--- src/rtl/fifo_ptr.sv ---
// ============================================================================
// Module      : fifo_ptr
// Description : Mod-DEPTH incrementing pointer with enable and synchronous reset.
// Revision    : 1.0 - initial release
// ============================================================================
`default_nettype none

module fifo_ptr #(
    parameter int ADDR_WIDTH = 3,
    parameter int DEPTH      = 8
) (
    input  logic                  clk,
    input  logic                  rst,
    input  logic                  en_i,
    output logic [ADDR_WIDTH-1:0] ptr_o
);

    localparam logic [ADDR_WIDTH-1:0] C_LAST = ADDR_WIDTH'(DEPTH - 1);

    logic [ADDR_WIDTH-1:0] ptr_q;
    logic [ADDR_WIDTH-1:0] ptr_d;

    always_comb begin
        ptr_d = ptr_q;
        if (en_i) begin
            ptr_d = (ptr_q == C_LAST) ? '0 : ptr_q + 1'b1;
        end
    end

    always_ff @(posedge clk) begin
        if (rst) begin
            ptr_q <= '0;
        end else begin
            ptr_q <= ptr_d;
        end
    end

    assign ptr_o = ptr_q;

endmodule

`default_nettype wire

--- src/rtl/fifo_ctrl_dpr.sv ---
// ============================================================================
// Module      : fifo_ctrl_dpr
// Description : Synchronous FIFO controller for an external two-port RAM with
//               registered, read-first port B output.
// Revision    : 1.0 - initial release
// ============================================================================
`default_nettype none

module fifo_ctrl_dpr #(
    parameter int DATA_WIDTH   = 8,
    parameter int ADDR_WIDTH   = 3,
    parameter int DEPTH        = 8,
    parameter int AFULL_THRESH = 6
) (
    input  logic                  clk,
    input  logic                  rst,
    input  logic                  push,
    input  logic [DATA_WIDTH-1:0] push_data,
    input  logic                  pop,
    output logic [DATA_WIDTH-1:0] pop_data,
    output logic                  pop_valid,
    output logic                  full,
    output logic                  almost_full,
    output logic                  empty,
    output logic [ADDR_WIDTH:0]   count,
    output logic                  overflow,
    output logic                  underflow,
    output logic                  ram_ce,
    output logic                  ram_we_a,
    output logic [ADDR_WIDTH-1:0] ram_addr_a,
    output logic [DATA_WIDTH-1:0] ram_data_a,
    output logic                  ram_we_b,
    output logic [ADDR_WIDTH-1:0] ram_addr_b,
    input  logic [DATA_WIDTH-1:0] ram_q_b
);

    localparam logic [ADDR_WIDTH:0] C_DEPTH = (ADDR_WIDTH + 1)'(DEPTH);
    localparam logic [ADDR_WIDTH:0] C_AFULL = (ADDR_WIDTH + 1)'(AFULL_THRESH);

    logic [ADDR_WIDTH:0] count_q;
    logic [ADDR_WIDTH:0] count_d;
    logic                pop_valid_q;
    logic                overflow_q;
    logic                overflow_d;
    logic                underflow_q;
    logic                underflow_d;
    logic                push_acc;
    logic                pop_acc;

    assign full        = (count_q == C_DEPTH);
    assign empty       = (count_q == '0);
    assign almost_full = (count_q >= C_AFULL);

    // A pop in the same cycle frees the slot the push needs, even when full.
    assign push_acc = push & (~full | pop);
    assign pop_acc  = pop & ~empty;

    always_comb begin
        count_d     = count_q;
        overflow_d  = overflow_q | (push & full & ~pop);
        underflow_d = underflow_q | (pop & empty);
        case ({push_acc, pop_acc})
            2'b10:   count_d = count_q + 1'b1;
            2'b01:   count_d = count_q - 1'b1;
            default: count_d = count_q;
        endcase
    end

    always_ff @(posedge clk) begin
        if (rst) begin
            count_q     <= '0;
            pop_valid_q <= 1'b0;
            overflow_q  <= 1'b0;
            underflow_q <= 1'b0;
        end else begin
            count_q     <= count_d;
            pop_valid_q <= pop_acc;
            overflow_q  <= overflow_d;
            underflow_q <= underflow_d;
        end
    end

    fifo_ptr #(
        .ADDR_WIDTH (ADDR_WIDTH),
        .DEPTH      (DEPTH)
    ) u_wr_ptr (
        .clk   (clk),
        .rst   (rst),
        .en_i  (push_acc),
        .ptr_o (ram_addr_a)
    );

    fifo_ptr #(
        .ADDR_WIDTH (ADDR_WIDTH),
        .DEPTH      (DEPTH)
    ) u_rd_ptr (
        .clk   (clk),
        .rst   (rst),
        .en_i  (pop_acc),
        .ptr_o (ram_addr_b)
    );

    // Read data comes straight from the RAM's output register; no bypass.
    assign pop_data   = ram_q_b;
    assign pop_valid  = pop_valid_q;
    assign count      = count_q;
    assign overflow   = overflow_q;
    assign underflow  = underflow_q;
    assign ram_ce     = 1'b1;
    assign ram_we_a   = push_acc;
    assign ram_data_a = push_data;
    assign ram_we_b   = 1'b0;

endmodule

`default_nettype wire
--- config.mk ---
export PLATFORM = sky130hd
export DESIGN_NAME = fifo_ctrl_dpr
export DESIGN_NICKNAME = d
export VERILOG_FILES = /design/src/rtl/fifo_ptr.sv /design/src/rtl/fifo_ctrl_dpr.sv
export SDC_FILE = /design/constraint.sdc
export NUM_CORES = 1
export LEC_CHECK = 0
export ABC_AREA = 1
export ABC_CLOCK_PERIOD_IN_PS = 2200
export BUFFER_PORTS_ARGS = -buffer_cell sky130_fd_sc_hd__buf_2
export CAP_MARGIN = 20
export CORE_ASPECT_RATIO = 1.2
export CORE_MARGIN = 2
export CORE_UTILIZATION = 42
export DETAILED_ROUTE_END_ITERATION = 10
export PLACE_DENSITY = 0.78
export SLEW_MARGIN = 15
export SYNTH_ARGS = -nofsm -noshare
export SYNTH_HDL_FRONTEND = slang
export SYNTH_SLANG_ARGS = --single-unit
--- constraint.sdc ---
create_clock -name clk -period 2.2 [get_ports clk]
set_input_delay 0.33 -clock clk [delete_from_list [all_inputs] [get_ports clk]]
set_output_delay 0.33 -clock clk [all_outputs]
set_load 0.03 [all_outputs]
==> metrics.log, run 1 <==
INFO  metric run_status = complete, no violations
INFO  metric synthDistinctLibCells = 22
INFO  metric route.detailed.wl_per_inst = 11.2 microns
INFO  metric finalCoreUtilization = 44.4%
INFO  metric grt_pass1_wl = 2.34 mm
INFO  metric register_area = 260 sq um
INFO  metric fraction_of_final_layout_cells_with_drive_strength_greater_than_1 = 28.6%
INFO  metric num_rows = 18
INFO  metric timing.reg2reg.setup_slack = 220 ps
INFO  metric setup_repair_after_global_routing_missed_its_margin = no
INFO  metric clk_latency = 270 ps
INFO  metric grt_antenna_before_repair = 0
INFO  metric crit_path_start_kind = register
INFO  metric post-cts-setup-buffer-count = 0
INFO  metric mappedNetlistNets = 141
INFO  metric dp_hpwl = 1.31 mm
INFO  metric cts-buffers-inserted = 3
INFO  metric clock_pin_slew_on_the_worst_setup_and_hold_paths = 80 ps
INFO  metric synthesis.yosys.warnings = 0
INFO  metric max-cap-violations = 0
INFO  metric clockBufferDepth = 2
INFO  metric crit_type = register to register
INFO  metric post-route-drc-count = 0
INFO  metric holdWs = 301 ps
INFO  metric timing.rr.start = count[1]
INFO  metric tritoncts = yes
INFO  metric setup_total_negative_slack = 0 ps
INFO  metric globalplace.congestion = 0.940
INFO  metric maxClockFrequency = 506 MHz
INFO  metric fill_cells = 220
INFO  metric first_global_vias = 547
INFO  metric vdd.ir_drop.worst = 0.757 mV
INFO  metric final_max_slew_viol_count = 0
INFO  metric synth.avg_cell_area = 7.74 sq um
INFO  metric number_of_sinks_on_the_clock_net = 13
INFO  metric design.die.area = 0.00246 sq mm
INFO  metric number_of_nets_in_the_layout = 148
INFO  metric clock_tree.htree_level_count = 1
INFO  metric dr.first_iter.drc_count = 6
INFO  metric timing.hold.worst_path_depth = 2
INFO  metric count_of_inserted_antenna_diode_cells = 0
INFO  metric power.density_cell_area = 1460 mW/mm^2
INFO  metric critPathArrivalTime = 2160 ps
INFO  metric die_width = 45.7 microns
INFO  metric post_cts_resized = 0
INFO  metric initial_core_util = 43.6%
INFO  metric reg2reg_to = count[3]
INFO  metric min_period = 1980 ps
INFO  metric finalCritPeriodShare = 89.9%
INFO  metric detail_routed_via_count_per_cell = 4.89
INFO  metric boundaryPins = 55
INFO  metric multiInputGateArea = 412 sq um
INFO  metric timing.final.hold_violations = 0
INFO  metric cts_hold_buf = 0
INFO  metric cts.root.buffer_cell = sky130_fd_sc_hd__clkbuf_4
INFO  metric part_of_the_yosys_area_used_for_sequential_elements = 29.8%
INFO  metric netlist_area = 875 sq um
INFO  metric detail_route.wirelength = 1.56 mm
INFO  metric cp.required = 2380 ps
INFO  metric timing.hold.worst.start = rst
INFO  metric grt_start_max_net_pins = 10
INFO  metric total_gr_overflow = 0
INFO  metric global_route.usage.total = 13.8%
INFO  metric pre_repair_dr_iteration_count = 4
INFO  metric clock-skew-final = 4.38 ps
INFO  metric die-height = 54.0 microns
INFO  metric post_synth_inst_count = 113
INFO  metric worstPathMaxFanout = 6
INFO  metric holdCritPathClass = input pin to register
INFO  metric leakage_power_total = 0.500 nW
INFO  metric via_count = 680
INFO  metric ys_ff_latch = 13
INFO  metric finalWorstSetupSlack = 222 ps
INFO  metric route.antenna.remaining_nets = 0
INFO  metric post-place-ws = 243 ps
INFO  metric port_buffers = 20
INFO  metric flow.area_growth_from_synthesis = 1.86%
INFO  metric core_area = 0.00200 sq mm
INFO  metric ff2ff_path_depth = 12
INFO  metric min_to = overflow
INFO  metric worstSetupEndpointType = register
INFO  metric setup_violations = 0
## cell type report
type / count / share of cell area, %
clock buffer: 4 / 2.95
sequential: 13 / 29.2
inverter: 18 / 7.58
timing repair buffer: 20 / 11.2
multi-input combinational: 64 / 46.2
tap: 20 / 2.81
## cells in the final DEF (no fill, tap or decap), drive strengths merged
master | synthesis | layout
nand2 | 13 | 13
a21oi | 5 | 5
nor2 | 17 | 17
inv | 18 | 18
buf | 18 | 20
nand3b | 2 | 2
o21a | 1 | 1
o21bai | 1 | 1
o21ai | 6 | 6
fa | 1 | 1
nand3 | 7 | 7
conb | 2 | 2
ha | 7 | 7
dfxtp | 13 | 13
xnor2 | 1 | 1
clkbuf | 0 | 4
nor4 | 1 | 1
## worst max-delay path by stage
| stage | from | to | slack [ps] | cells after the start |
|---|---|---|---|---|
| 3_5_place_dp | count[0] | count[3] | 240 | 12 |
| 6_report | count[1] | count[3] | 220 | 12 |
| 4_1_cts | count[1] | count[3] | 240 | 12 |
| 3_3_place_gp | count[0] | count[3] | 270 | 12 |
| 2_1_floorplan | count[3] | count[2] | 210 | 10 |
| 5_1_grt | count[2] | count[2] | 90 | 10 |
## sequential cells by signal, indices dropped and copies added, names as in the netlist
name	flops
count	4
overflow	1
pop_valid	1
u_rd_ptr.ptr_o	3
u_wr_ptr.ptr_o	3
underflow	1
## through the flow
stage          cells  instance area [sq um]  power, W
2_1_floorplan    113                    875   0.00103
3_3_place_gp     135                    865   0.00115
3_5_place_dp     135                    865   0.00116
4_1_cts          139                    891   0.00131
5_1_grt          139                    891   0.00140
6_report         139                    891   0.00130
## worst max-delay path, cell delays in order (launching register included)
cell,delay [ps]
sky130_fd_sc_hd__dfxtp_1,390
sky130_fd_sc_hd__nor2_4,150
sky130_fd_sc_hd__nand3_2,120
sky130_fd_sc_hd__nand2_4,110
sky130_fd_sc_hd__inv_2,50
sky130_fd_sc_hd__ha_1,220
sky130_fd_sc_hd__ha_1,330
sky130_fd_sc_hd__a21oi_1,220
sky130_fd_sc_hd__nand2_1,70
sky130_fd_sc_hd__nand2_1,60
sky130_fd_sc_hd__nand3_1,60
sky130_fd_sc_hd__nand2_1,60
sky130_fd_sc_hd__inv_1,30
## metal layers
layer  GRT usage (%)  vias to the layer above  routed length (microns)
li1                -                      346                        -
met1            14.8                      295                      653
met2            22.3                       27                      751
met3            3.02                       12                       99
met4            12.3                        0                       59
met5               0                        -                        0
## where the power goes
group | internal (W) | switching [W]
Clock | 0.0000703 | 0.0000728
Sequential | 0.000307 | 0.0000790
Combinational | 0.000244 | 0.000523
Total | 0.000622 | 0.000675
## cell families (layout without fill, tap and decap cells)
family / Yosys count / count (layout) / synth area share [%]
other cells: 2 / 2 / 0.859
compound gates: 13 / 13 / 8.44
buf+inv: 36 / 42 / 23.2
fa+ha+maj: 8 / 8 / 12.3
simple gates: 40 / 40 / 24.5
xor+xnor: 1 / 1 / 1.00
flops: 13 / 13 / 29.8
## Yosys cell counts, drive strengths merged
library cell  count  share of area, %
ha                7                10
nand3             7               6.0
nand3b            2               1.7
dfxtp            13                30
o21ai             6               3.4
o21bai            1               1.3
nor2             17               8.7
conb              2              0.86
fa                1               2.3
inv              18               7.7
nor4              1              0.72
xnor2             1               1.0
o21a              1              0.86
a21oi             5               2.9
nand2            13               7.3
buf              18                15
(Power assumes the default switching activity.)
==> inputs of run 2 (changes only) <==
--- a/config.mk
+++ b/config.mk
@@ -13,7 +13,7 @@
 export CORE_MARGIN = 2
 export CORE_UTILIZATION = 42
 export DETAILED_ROUTE_END_ITERATION = 10
-export PLACE_DENSITY = 0.78
+export PLACE_DENSITY = 0.82
 export SLEW_MARGIN = 15
 export SYNTH_ARGS = -nofsm -noshare
 export SYNTH_HDL_FRONTEND = slang
==> metrics.log, run 2 (synthesis gave the netlist of run 1 again) <==
INFO  metric run_status = complete, no violations (unchanged)
INFO  metric via_count = 678 (was 680)
INFO  metric slowest_delay = 370 ps (was 390 ps)
INFO  metric route.antenna.remaining_nets = 0 (unchanged)
INFO  metric cts-buffers-inserted = 3 (unchanged)
INFO  metric cts_hold_buf = 0 (unchanged)
INFO  metric vdd.ir_drop.worst = 0.574 mV (was 0.757 mV)
INFO  metric number_of_nets_in_the_layout = 148 (unchanged)
INFO  metric port_buffers = 20 (unchanged)
INFO  metric route.detailed.wl_per_inst = 11.7 microns (was 11.2 microns)
INFO  metric setup_total_negative_slack = 0 ps (unchanged)
INFO  metric maxClockFrequency = 500 MHz (was 506 MHz)
INFO  metric first_global_vias = 664 (was 547)
INFO  metric detailed_place.area = 865 sq um (unchanged)
INFO  metric finalCritPeriodShare = 90.9% (was 89.9%)
INFO  metric clock_tree.htree_level_count = 1 (unchanged)
INFO  metric post-cts-setup-buffer-count = 0 (unchanged)
INFO  metric leakage_power_total = 0.500 nW (unchanged)
INFO  metric ff2ff_path_depth = 12 (unchanged)
INFO  metric grt_antenna_before_repair = 0 (unchanged)
INFO  metric cp.required = 2390 ps (was 2380 ps)
INFO  metric clockBufferDepth = 2 (unchanged)
INFO  metric layout.cells.most_common_list = 20 x sky130_fd_sc_hd__buf_2, 15 x sky130_fd_sc_hd__inv_1, 14 x sky130_fd_sc_hd__nor2_1, 13 x sky130_fd_sc_hd__dfxtp_1, 11 x sky130_fd_sc_hd__nand2_1 (unchanged)
INFO  metric detail_route.wirelength = 1.63 mm (was 1.56 mm)
INFO  metric dr.first_iter.drc_count = 7 (was 6)
INFO  metric clk_latency = 280 ps (was 270 ps)
INFO  metric layout.cell_area.non_filler = 891 sq um (unchanged)
INFO  metric clock-skew-final = 2.09 ps (was 4.38 ps)
INFO  metric worstSetupEndpointType = register (unchanged)
INFO  metric global_route.usage.total = 15.5% (was 13.8%)
INFO  metric grt_start_max_net_pins = 10 (unchanged)
INFO  metric grt_pass1_wl = 2.71 mm (was 2.34 mm)
INFO  metric register_area = 260 sq um (unchanged)
INFO  metric min_period = 2000 ps (was 1980 ps)
INFO  metric power.density_cell_area = 1470 mW/mm^2 (was 1460 mW/mm^2)
INFO  metric layout.cells.most_common = sky130_fd_sc_hd__buf_2 (unchanged)
INFO  metric timing.hold.worst_path_depth = 2 (unchanged)
INFO  metric count_of_inserted_antenna_diode_cells = 0 (unchanged)
INFO  metric setup_repair_after_global_routing_missed_its_margin = no (unchanged)
INFO  metric pre_repair_dr_iteration_count = 4 (unchanged)
INFO  metric cts.root.buffer_cell = sky130_fd_sc_hd__clkbuf_4 (unchanged)
INFO  metric post_cts_resized = 0 (unchanged)
INFO  metric setup_violations = 0 (unchanged)
INFO  metric crit_top_cell = sky130_fd_sc_hd__nand2_1 (unchanged)
INFO  metric globalplace.congestion = 0.845 (was 0.940)
INFO  metric stdcell_count = 139 (unchanged)
INFO  metric detail_routed_via_count_per_cell = 4.88 (was 4.89)
INFO  metric design.die.area = 0.00246 sq mm (unchanged)
INFO  metric number_of_sinks_on_the_clock_net = 13 (unchanged)
INFO  metric dp_hpwl = 1.36 mm (was 1.31 mm)
INFO  metric final_max_slew_viol_count = 0 (unchanged)
INFO  metric place_inst = 135 (unchanged)
INFO  metric die-height = 54.0 microns (unchanged)
INFO  metric initial_core_util = 43.6% (unchanged)
INFO  metric largest_register_ff_count = 4 (unchanged)
INFO  metric worstPathMaxFanout = 5 (was 6)
INFO  metric num_rows = 18 (unchanged)
INFO  metric timing.critical_path.cells = nor2_4, nand3_2, nand2_4, inv_2, ha_1, ha_1, a21oi_1, nand2_1, nand2_1, nand3_1, nand2_1, inv_1 (unchanged)
INFO  metric clock_pin_slew_on_the_worst_setup_and_hold_paths = 80 ps (about the same)
INFO  metric post-route-drc-count = 0 (unchanged)
INFO  metric fraction_of_final_layout_cells_with_drive_strength_greater_than_1 = 28.6% (unchanged)
INFO  metric die_width = 45.7 microns (unchanged)
INFO  metric core_area = 0.00200 sq mm (unchanged)
INFO  metric fill_cells = 214 (was 220)
INFO  metric critPathArrivalTime = 2190 ps (was 2160 ps)
INFO  metric timing.final.hold_violations = 0 (unchanged)
INFO  metric boundaryPins = 55 (unchanged)
INFO  metric tritoncts = yes (unchanged)
INFO  metric crit_path_start_kind = register (unchanged)
INFO  metric total_gr_overflow = 0 (unchanged)
INFO  metric slowest_stage = sky130_fd_sc_hd__dfxtp_1 (unchanged)
INFO  metric multiInputGateArea = 412 sq um (unchanged)
INFO  metric crit_type = register to register (unchanged)
INFO  metric max-cap-violations = 0 (unchanged)
INFO  metric holdCritPathClass = input pin to register (unchanged)
INFO  metric flow.area_growth_from_synthesis = 1.86% (unchanged)
run 2: cell type report:
class,count,share of cell area [%]
multi-input cells,64,46.2
flip-flops and latches,13,29.2
repair buffers,20,11.2
inverters,18,7.58
clock buffers,4,2.95
well taps,20,2.81
run 2: worst max-delay path, delay by kind of cell, from the launching register on:
family                   cells  cell delay [ps]
flip-flops                   1              370
buffers and inverters        2               80
adder cells (fa/ha/maj)      2              560
AO/OA/AOI/OAI                1              220
AND/OR/NAND/NOR              7              650
run 2: per-stage QoR:
stage               power, W  hold slack (ps)  setup slack [ps]  utilization [%]
floorplan            0.00103              401               213                -
global placement     0.00115              445               278             43.1
detailed placement   0.00117              459               215             43.1
CTS                  0.00132              285               204             44.4
global route         0.00143              296              57.9             44.4
finish               0.00131              289               200             44.4
run 2: path summary, 6_finish.rpt:
kind | startpoint | end | slack, ps
setup / recovery | count[0] | count[3] | 200
hold / removal | rst | overflow | 290
setup reg to reg | count[0] | count[3] | 200
hold reg to reg | underflow | underflow | 470
run 2: layer usage:
metal  vias to the layer above  track usage [%]  part of all wire, %
met5                         -                0                    0
met2                        26             27.7                   49
li1                        346                -                    -
met4                         0             13.2                  3.6
met3                         5             1.34                  7.3
met1                       301             15.7                   40
run 2: power by group:
group / internal, W / switching, W / total, W
combinational: 0.000244 / 0.000529 / 0.000774
clock: 0.0000705 / 0.0000802 / 0.000151
sequential: 0.000307 / 0.0000799 / 0.000387
total: 0.000622 / 0.000690 / 0.00131
==> inputs of run 3 (changes only) <==
--- a/config.mk
+++ b/config.mk
@@ -11,9 +11,10 @@
 export CAP_MARGIN = 20
 export CORE_ASPECT_RATIO = 1.2
 export CORE_MARGIN = 2
-export CORE_UTILIZATION = 42
+export CORE_UTILIZATION = 43
+export CTS_BUF_LIST = sky130_fd_sc_hd__clkbuf_2 sky130_fd_sc_hd__clkbuf_4 sky130_fd_sc_hd__clkbuf_8
 export DETAILED_ROUTE_END_ITERATION = 10
-export PLACE_DENSITY = 0.82
+export PLACE_DENSITY = 0.84
 export SLEW_MARGIN = 15
 export SYNTH_ARGS = -nofsm -noshare
 export SYNTH_HDL_FRONTEND = slang
==> metrics.log, run 3 (synthesis gave the netlist of run 1 again) <==
INFO  metric num_rows = 17 (was 18)
INFO  metric worstPathMaxFanout = 5 (unchanged)
INFO  metric power_frac_seq = 29.3% (was 29.5%)
INFO  metric power.net_switching = 0.000676 W (was 0.000690 W)
INFO  metric initial_core_util = 46.7% (was 43.6%)
INFO  metric reg2reg_to = count[3] (unchanged)
INFO  metric max-cap-violations = 0 (unchanged)
INFO  metric cts-buffers-inserted = 3 (unchanged)
INFO  metric detail_route.wirelength = 1.61 mm (was 1.63 mm)
INFO  metric finalCritPeriodShare = 89.3% (was 90.9%)
INFO  metric count_of_inserted_antenna_diode_cells = 0 (unchanged)
INFO  metric clk_latency = 270 ps (was 280 ps)
INFO  metric dp_hpwl = 1.35 mm (was 1.36 mm)
INFO  metric port_buffers = 20 (unchanged)
INFO  metric grt_start_max_net_pins = 10 (unchanged)
INFO  metric design.die.area = 0.00241 sq mm (was 0.00246 sq mm)
INFO  metric timing.critical_path.cells = nor2_4, nand3_2, nand2_4, inv_2, ha_1, ha_1, a21oi_1, nand2_1, nand2_1, nand3_1, nand2_1, inv_1 (unchanged)
INFO  metric grt_antenna_before_repair = 0 (unchanged)
INFO  metric number_of_nets_in_the_layout = 148 (unchanged)
INFO  metric min_to = overflow (unchanged)
INFO  metric die_width = 45.2 microns (was 45.7 microns)
INFO  metric maxClockFrequency = 509 MHz (was 500 MHz)
INFO  metric post-route-drc-count = 0 (unchanged)
INFO  metric crit_path_start_kind = register (unchanged)
INFO  metric post-cts-setup-buffer-count = 0 (unchanged)
INFO  metric leakage_power_total = 0.503 nW (was 0.500 nW)
INFO  metric die-height = 53.4 microns (was 54.0 microns)
INFO  metric layout.cells.most_common = sky130_fd_sc_hd__buf_2 (unchanged)
INFO  metric holdCritPathClass = input pin to register (unchanged)
INFO  metric worstSetupEndpointType = register (unchanged)
INFO  metric timing.rr.start = count[0] (unchanged)
INFO  metric slowest_delay = 370 ps (about the same)
INFO  metric slowest_stage = sky130_fd_sc_hd__dfxtp_1 (unchanged)
INFO  metric fill_cells = 194 (was 214)
INFO  metric min_period = 1960 ps (was 2000 ps)
INFO  metric crit_top_cell = sky130_fd_sc_hd__nand2_1 (unchanged)
INFO  metric global_route.usage.total = 15.0% (was 15.5%)
INFO  metric timing.hold.worst_path_depth = 2 (unchanged)
INFO  metric power.density_cell_area = 1470 mW/mm^2 (about the same)
INFO  metric route.detailed.wl_per_inst = 11.7 microns (about the same)
INFO  metric cts.root.buffer_cell = sky130_fd_sc_hd__clkbuf_4 (unchanged)
INFO  metric route.antenna.remaining_nets = 0 (unchanged)
INFO  metric number_of_sinks_on_the_clock_net = 13 (unchanged)
INFO  metric critPathArrivalTime = 2140 ps (was 2190 ps)
INFO  metric pre_repair_dr_iteration_count = 4 (unchanged)
INFO  metric clock-skew-final = 1.22 ps (was 2.09 ps)
INFO  metric timing.final.hold_violations = 0 (unchanged)
INFO  metric final_max_slew_viol_count = 0 (unchanged)
INFO  metric run_status = complete, no violations (unchanged)
INFO  metric pwr-share-comb = 58.8% (was 59.0%)
INFO  metric clockBufferDepth = 2 (unchanged)
INFO  metric crit_type = register to register (unchanged)
INFO  metric dr.first_iter.drc_count = 5 (was 7)
INFO  metric flow.area_growth_from_synthesis = 2.15% (was 1.86%)
INFO  metric largest_register_ff_count = 4 (unchanged)
INFO  metric timing.hold.worst.start = rst (unchanged)
INFO  metric ff2ff_path_depth = 12 (unchanged)
INFO  metric core_area = 0.00187 sq mm (was 0.00200 sq mm)
INFO  metric timing.reg2reg.setup_slack = 240 ps (was 200 ps)
INFO  metric globalplace.congestion = 0.833 (was 0.845)
INFO  metric setup_violations = 0 (unchanged)
INFO  metric first_global_vias = 628 (was 664)
INFO  metric cp.required = 2370 ps (was 2390 ps)
INFO  metric tritoncts = yes (unchanged)
INFO  metric boundaryPins = 55 (unchanged)
INFO  metric finalCoreUtilization = 47.7% (was 44.4%)
INFO  metric via_count = 682 (was 678)
INFO  metric post_cts_resized = 0 (unchanged)
INFO  metric p_int = 0.000634 W (was 0.000622 W)
INFO  metric clock_tree.htree_level_count = 1 (unchanged)
INFO  metric fraction_of_final_layout_cells_with_drive_strength_greater_than_1 = 29.4% (was 28.6%)
INFO  metric clock_pin_slew_on_the_worst_setup_and_hold_paths = 80 ps (about the same)
INFO  metric grt_pass1_wl = 2.58 mm (was 2.71 mm)
INFO  metric power.clock.fraction = 11.9% (was 11.5%)
INFO  metric vdd.ir_drop.worst = 0.613 mV (was 0.574 mV)
INFO  metric layout.cells.most_common_list = 20 x sky130_fd_sc_hd__buf_2, 15 x sky130_fd_sc_hd__inv_1, 14 x sky130_fd_sc_hd__nor2_1, 13 x sky130_fd_sc_hd__dfxtp_1, 11 x sky130_fd_sc_hd__nand2_1 (unchanged)
INFO  metric setup_repair_after_global_routing_missed_its_margin = no (unchanged)
INFO  metric setup_total_negative_slack = 0 ps (unchanged)
INFO  metric total_gr_overflow = 0 (unchanged)
INFO  metric switching_share = 51.6% (was 52.6%)
INFO  metric cts_hold_buf = 0 (unchanged)
INFO  metric detail_routed_via_count_per_cell = 4.94 (was 4.88)
[run 3: cell counts in the layout (fill, tap and decap cells not counted)]
Identical to the previous run, type by type.
[run 3: power groups by stage]
| stage | clock network [W] | logic [W] | registers, W |
|---|---|---|---|
| floorplan | 0 | 0.000508 | 0.000520 |
| global placement | 0 | 0.000759 | 0.000388 |
| detailed placement | 0 | 0.000770 | 0.000391 |
| CTS | 0.000161 | 0.000776 | 0.000385 |
| global route | 0.000176 | 0.000860 | 0.000398 |
| finish | 0.000156 | 0.000771 | 0.000383 |
[run 3: worst max-delay path: cells and delay by family, from the launching register on]
family,cells,cell delay (ps)
adder cells (fa/ha/maj),2,560
AO/OA/AOI/OAI,1,200
AND/OR/NAND/NOR,7,640
flip-flops,1,370
buffers and inverters,2,80
[run 3: final cells by class]
| cell class | instances | area (sq um) | area share, % |
|---|---|---|---|
| well taps | 19 | 23.8 | 2.66 |
| clock buffers | 4 | 30.0 | 3.36 |
| repair buffers | 20 | 100 | 11.2 |
| flip-flops and latches | 13 | 260 | 29.1 |
| multi-input cells | 64 | 412 | 46.1 |
| inverters | 18 | 67.6 | 7.56 |
[run 3: worst max path at each step]
stage,slack [ps],cells after the start,from,to
after global placement,280,12,count[0],count[3]
final,240,12,count[0],count[3]
after CTS,240,12,count[0],count[3]
after detailed placement,250,12,count[0],count[3]
after global routing,50,12,count[1],count[3]
after floorplan,210,10,count[3],count[2]
[run 3: metrics by stage]
step           std cells  power, W  worst slack, ps  hold WS (ps)  area (sq um)
3_3_place_gp         134   0.00115              283           445           863
5_1_grt              138   0.00143             50.3           298           893
3_5_place_dp         134   0.00116              254           465           863
4_1_cts              138   0.00132              241           293           893
2_1_floorplan        113   0.00103              213           401           875
6_report             138   0.00131              236           299           893
[run 3: layer usage]
metal | vias to the layer above | GRT usage (%) | routed length, microns
met5 | - | 0 | 0
met4 | 0 | 8.82 | 27
met3 | 2 | 3.41 | 122
met2 | 24 | 26.7 | 837
met1 | 313 | 15.6 | 622
li1 | 343 | - | -
